**src/rtl/half_adder_pkg.sv**
```systemverilog
// Shared constants for the registered half-adder bank.
package half_adder_pkg;

  localparam logic RST_VAL = 1'b0;

endpackage

```
**src/rtl/half_adder_cell.sv**
```systemverilog
// Single-lane combinational half adder: sum = a ^ b, carry = a & b.
module half_adder_cell (
  input  logic a,
  input  logic b,
  output logic sum,
  output logic carry
);

  assign sum   = a ^ b;
  assign carry = a & b;

endmodule

```
**src/rtl/half_adder.sv**
```systemverilog
// Bank of WIDTH independent half-adder lanes with one registered output stage.
module half_adder
  import half_adder_pkg::*;
#(
  parameter int WIDTH = 1
) (
  input  logic             clk,
  input  logic             rst,
  input  logic             in_valid,
  input  logic [WIDTH-1:0] a,
  input  logic [WIDTH-1:0] b,
  output logic [WIDTH-1:0] sum,
  output logic [WIDTH-1:0] carry,
  output logic             out_valid
);

  logic [WIDTH-1:0] sum_c;
  logic [WIDTH-1:0] carry_c;
  logic [WIDTH-1:0] sum_p0;
  logic [WIDTH-1:0] carry_p0;
  logic             vld_p0;

  for (genvar i = 0; i < WIDTH; i++) begin : g_lane
    half_adder_cell u_cell (
      .a     (a[i]),
      .b     (b[i]),
      .sum   (sum_c[i]),
      .carry (carry_c[i])
    );
  end

  // Stage p0: results load only on in_valid so X on idle inputs never reaches the hold value.
  always_ff @(posedge clk) begin
    if (rst) begin
      sum_p0   <= {WIDTH{RST_VAL}};
      carry_p0 <= {WIDTH{RST_VAL}};
      vld_p0   <= 1'b0;
    end else begin
      vld_p0 <= in_valid;
      if (in_valid) begin
        sum_p0   <= sum_c;
        carry_p0 <= carry_c;
      end
    end
  end

  assign sum       = sum_p0;
  assign carry     = carry_p0;
  assign out_valid = vld_p0;

endmodule

```
**config.mk**
```make
export PLATFORM = sky130hd
export DESIGN_NAME = half_adder
export DESIGN_NICKNAME = d
export VERILOG_FILES = /design/src/rtl/half_adder_pkg.sv /design/src/rtl/half_adder_cell.sv /design/src/rtl/half_adder.sv
export SDC_FILE = /design/constraint.sdc
export NUM_CORES = 1
export LEC_CHECK = 0
export ABC_CLOCK_PERIOD_IN_PS = 850
export BUFFER_PORTS_ARGS = -buffer_cell sky130_fd_sc_hd__buf_4
export CAP_MARGIN = 20
export CORE_AREA = 3 3 40 42
export CTS_BUF_LIST = sky130_fd_sc_hd__clkbuf_16
export DETAILED_ROUTE_END_ITERATION = 6
export DIE_AREA = 0 0 43 45
export PLACE_DENSITY = 0.32
export RECOVER_POWER = 25
export SETUP_SLACK_MARGIN = 0.05
export SLEW_MARGIN = 25
export SYNTH_ARGS = -nofsm -noshare
export SYNTH_HDL_FRONTEND = slang
export SYNTH_SLANG_ARGS = --single-unit
export TNS_END_PERCENT = 1
```
**constraint.sdc**
```tcl
create_clock -name clk -period 0.85 [get_ports clk]
set_clock_uncertainty 0.15 [all_clocks]
set_input_delay 0.1275 -clock clk [delete_from_list [all_inputs] [get_ports clk]]
set_output_delay 0.1275 -clock clk [all_outputs]
set_load 0.1 [all_outputs]
```
* Yosys cells after proc, flatten, opt, wreduce, memory -nomap -nowiden
Cells that the tools add are included.
W data, S select, Z words.
** Word-level totals
- Register bits after elaboration :: 3
- Bits in latches :: 0
- Memory bits (writable) :: 0
- Bits in read-only memories :: 0
- Input bits :: 5
- Output and inout port bits :: 3
- Memories kept :: 0
** Cells by class
- $add $sub $neg :: 0
- Multipliers :: 0
- Div/mod/pow operators :: 0
- Magnitude comparators :: 0
- Eq/ne operators :: 0
- Shift-type cells :: 0
- Multiplexer cells :: 0
- Bitwise gates (word level) :: 2
- Reduce and logical (&&, ||, !) cells :: 0
** Operator list (count)
- $and A1 B1 Y1 :: 1
- $xor A1 B1 Y1 :: 1

* Logic depth before layout (Yosys ltp)
- Depth in word-level cells :: 1
- Gate-level depth with buffers :: 3

* Hierarchy
From an unflattened synthesis, not the netlist that was laid out.
** Second synthesis, totals
- Cell total of the unflattened synthesis :: 9
- Area total of the unflattened synthesis :: 106.4 um^2
** Modules (own cells, without submodules)
- half_adder :: instances 1, cells an instance 8, area each 93.8 um^2, sequential area each 60.1 um^2
- half_adder_cell :: instances 1, cells an instance 1, area each 12.5 um^2, sequential area each 0.0 um^2

* Least setup slack after synthesis
No wires, ideal clock.
- Kind :: register -> register
- Start point :: register carry (netlist name)
- End point :: register carry_p0, in the netlist carry
- Setup time :: 0.067 ns
- Arrival :: 1.173 ns
- Slack :: -0.540 ns
- Stages on the path, launching flop included :: 3
- Path buffers :: 0
- Clock period less this slack :: 1.390 ns
- Cell sequence :: dfxtp_1 > mux2i_1 > nor2_1
** RTL lines
- end signal: assignment :: line half_adder.sv:36 : carry_p0 <= {WIDTH{RST_VAL}};
- end signal: assignment :: line half_adder.sv:42 : carry_p0 <= carry_c;
- end: declaration :: line half_adder.sv:20 : logic [WIDTH-1:0] carry_p0;

* Worst setup path after layout
- Start point :: register carry_p0, in the netlist carry
- End point :: output carry
** RTL lines
- end: declaration :: line half_adder.sv:13 : output logic [WIDTH-1:0] carry,
No word-level cell between the ends.

==> run summary <==
Status - finished with violations
Failing checks - hold timing, setup timing
Grt ovf - 0
Die W - 43 um
Crit share post-route - 119%
Largest stage delay, worst path - 0.35 ns
Most used standard cell by instance count after synthesis - dfxtp_1
Clk Latency, worst-skew pair - 0.22 ns
Worst hold margin - -0.0799 ns
CTS tree - yes
Die area - 1940 um2
Routed Antenna Nets - 0
Power Internal - 0.803 mW
Final GP Congestion - 0.620
Routed vias/inst - 2.91
Vias - 102
Max-slew headroom - 89.1%
Cell taking the most area after synthesis - dfxtp_1
Post-synth EDFFs - 0
Setup slack after layout - -0.161 ns
Startpoint types - flip-flop
Total number of yosys warnings - 0
Final nets - 27
Flop pwr share - 15.6%
Power Dens Cells - 3350 nW/um2
Synth Instances - 9
Final wirelength - 253 um
Maximum clock path buffer count - 2
Hold depth - 2
Die height - 45 um
I/O pin count - 8
Arrival time at the worst endpoint - 0.73 ns
CP Max Fanout - 2
Total Power - 1.00 mW
Final min period - 1.01 ns
Wire length on met3 - 46 um
Synth Net Count - 15
Critical path class - reg2out
Met2 wire len - 122 um
Main synth FF type - dfxtp_1
Ranking of synthesized cells by area - dfxtp_1 56%, mux2i_1 19%, ha_1 12%
Seq/Total Area, Yosys - 56.5%
Peak supply drop - 817 uV
Synthesis-to-finish area growth - 181%
Number of diodes - 0
PortBufs - 7
Mapped Avg Cell Area - 11.8 um2
Leak - 0.135 nW
Slew @ Worst Pin - 0.164 ns
Asr flop ratio synth - 0%
Synth top area share - 56.5%
Vias in the first global route - 118
CTS Buf Count - 3
Post-CTS setup buffers - 0
Mapped cell area - 106 um2
Pins over their slew limit - 0
M1 WL - 84 um
WP depth - 1
Critical-path cell list - buf_12
Seq cells post-synth - 3
1st-iter DRT viols - 0
Sw frac - 19.8%
DRC - 0
Number of antenna violations at the first check in global routing - 0
Root Buffer Master - clkbuf_16
Final Hold Viols - 3
Endpoints failing setup - 3
Worst min-delay path category - in2reg
GR Util All Layers - 4.16%
Post-Place Setup Slack - -0.110 ns
Switch Pwr - 0.198 mW
Slowest cell on crit path - dfxtp_4
First-pass GRT wire length - 496 um
Drt first pass iters - 1
Largest net degree at the start of global routing - 4
Synth unique cells - 5
Buffers and inverters on the worst path - 1
FMAX - 989 MHz
RSZ-0062 raised after global routing - yes
Highest metal used - met3
Commonest cells post-synth - 3 x dfxtp_1, 2 x mux2i_1, 2 x nor2_1
Initial core utilization - 8.28%
Share of layout cells above drive strength 1 - 60.0%
Worst reg2reg path depth - 2
Logic pwr share - 12.0%
Setup TNS - -0.465 ns
Critical Path RT - 0.57 ns
Clk sinks - 3
Depth of the CTS H-tree - 1
# rows - 13
CP endpoint kind - output port
Clk network pwr share - 72.4%
Maxcap violations - 0
Cell family with most CP delay - flip-flops
Core box area - 1280 um2
Worst-path clk slew - 0.03 ns
Routed len/inst - 7.23 um
cell usage in the layout, fill, tap and decap left out:
cell	synthesis	final
mux2i_1	2	2
dfxtp_2	0	1
clkbuf_1	0	1
ha_1	1	1
dfxtp_4	0	2
nor2b_1	1	1
buf_4	0	3
nor2_1	2	2
inv_1	0	1
clkbuf_16	0	3
buf_12	0	3
flip-flops by register name (all words and copies together), names as in the netlist:
register   count
carry          1
out_valid      1
sum            1
final timing paths:
path	start	end	slack, ns
worst max register to register	carry$_SDFFE_PP0P_	carry$_SDFFE_PP0P_	0.07
worst min register to register	carry$_SDFFE_PP0P_	carry$_SDFFE_PP0P_	0.38
worst min-delay path	rst	sum$_SDFFE_PP0P_	-0.08
worst max-delay path	carry$_SDFFE_PP0P_	carry	-0.16
worst register-to-register path, delay by kind of cell, from the launching register on:
family	cells	cell delay (ns)
flip-flops	1	0.34
multiplexers	1	0.12
AND/OR/NAND/NOR	1	0.05
logic make-up (layout without fill, tap and decap cells):
family,Yosys count,in the layout,synth area share (%)
buffers and inverters,0,11,0
flip-flops,3,3,56.5
multiplexers,2,2,18.8
AND/OR/NAND/NOR,3,3,12.9
adder cells (fa/ha/maj),1,1,11.8
metal layers:
| layer | vias to the layer above | global-route usage [%] |
|---|---|---|
| met5 | - | 0 |
| met4 | 0 | 3.61 |
| li1 | 52 | - |
| met2 | 5 | 5.39 |
| met3 | 0 | 5.18 |
| met1 | 45 | 3.12 |
power by group through the flow:
stage | clock (mW) | combinational (mW) | sequential, mW
global route | 0.766 | 0.127 | 0.157
global placement | 0 | 0.104 | 0.153
detailed placement | 0 | 0.103 | 0.154
finish | 0.724 | 0.120 | 0.156
floorplan | 0 | 0.0126 | 0.212
CTS | 0.744 | 0.124 | 0.157
what timing repair did:
action                                 CTS  global route
gates cloned                             0             0
pin swaps                                0             1
setup endpoints to repair                3             5
gates resized for setup                  9             0
endpoints found under the hold margin    3             3
stage by stage:
step / util, % / cells / cell area [um2]
2_1_floorplan: - / 9 / 115
6_report: 23.3 / 35 / 299
3_3_place_gp: 14.5 / 31 / 186
4_1_cts: 23.6 / 35 / 303
3_5_place_dp: 14.5 / 31 / 186
5_1_grt: 23.3 / 35 / 299
layout make-up:
class | instances | area, um2
Timing Repair Buffer | 7 | 86.3
Sequential cell | 3 | 68.8
Tap cell | 15 | 18.8
Fill cell | 147 | 986
Clock buffer | 3 | 75.1
Multi-Input combinational cell | 6 | 46.3
Clock inverter | 1 | 3.75
Power figures use the tool's default switching activity.
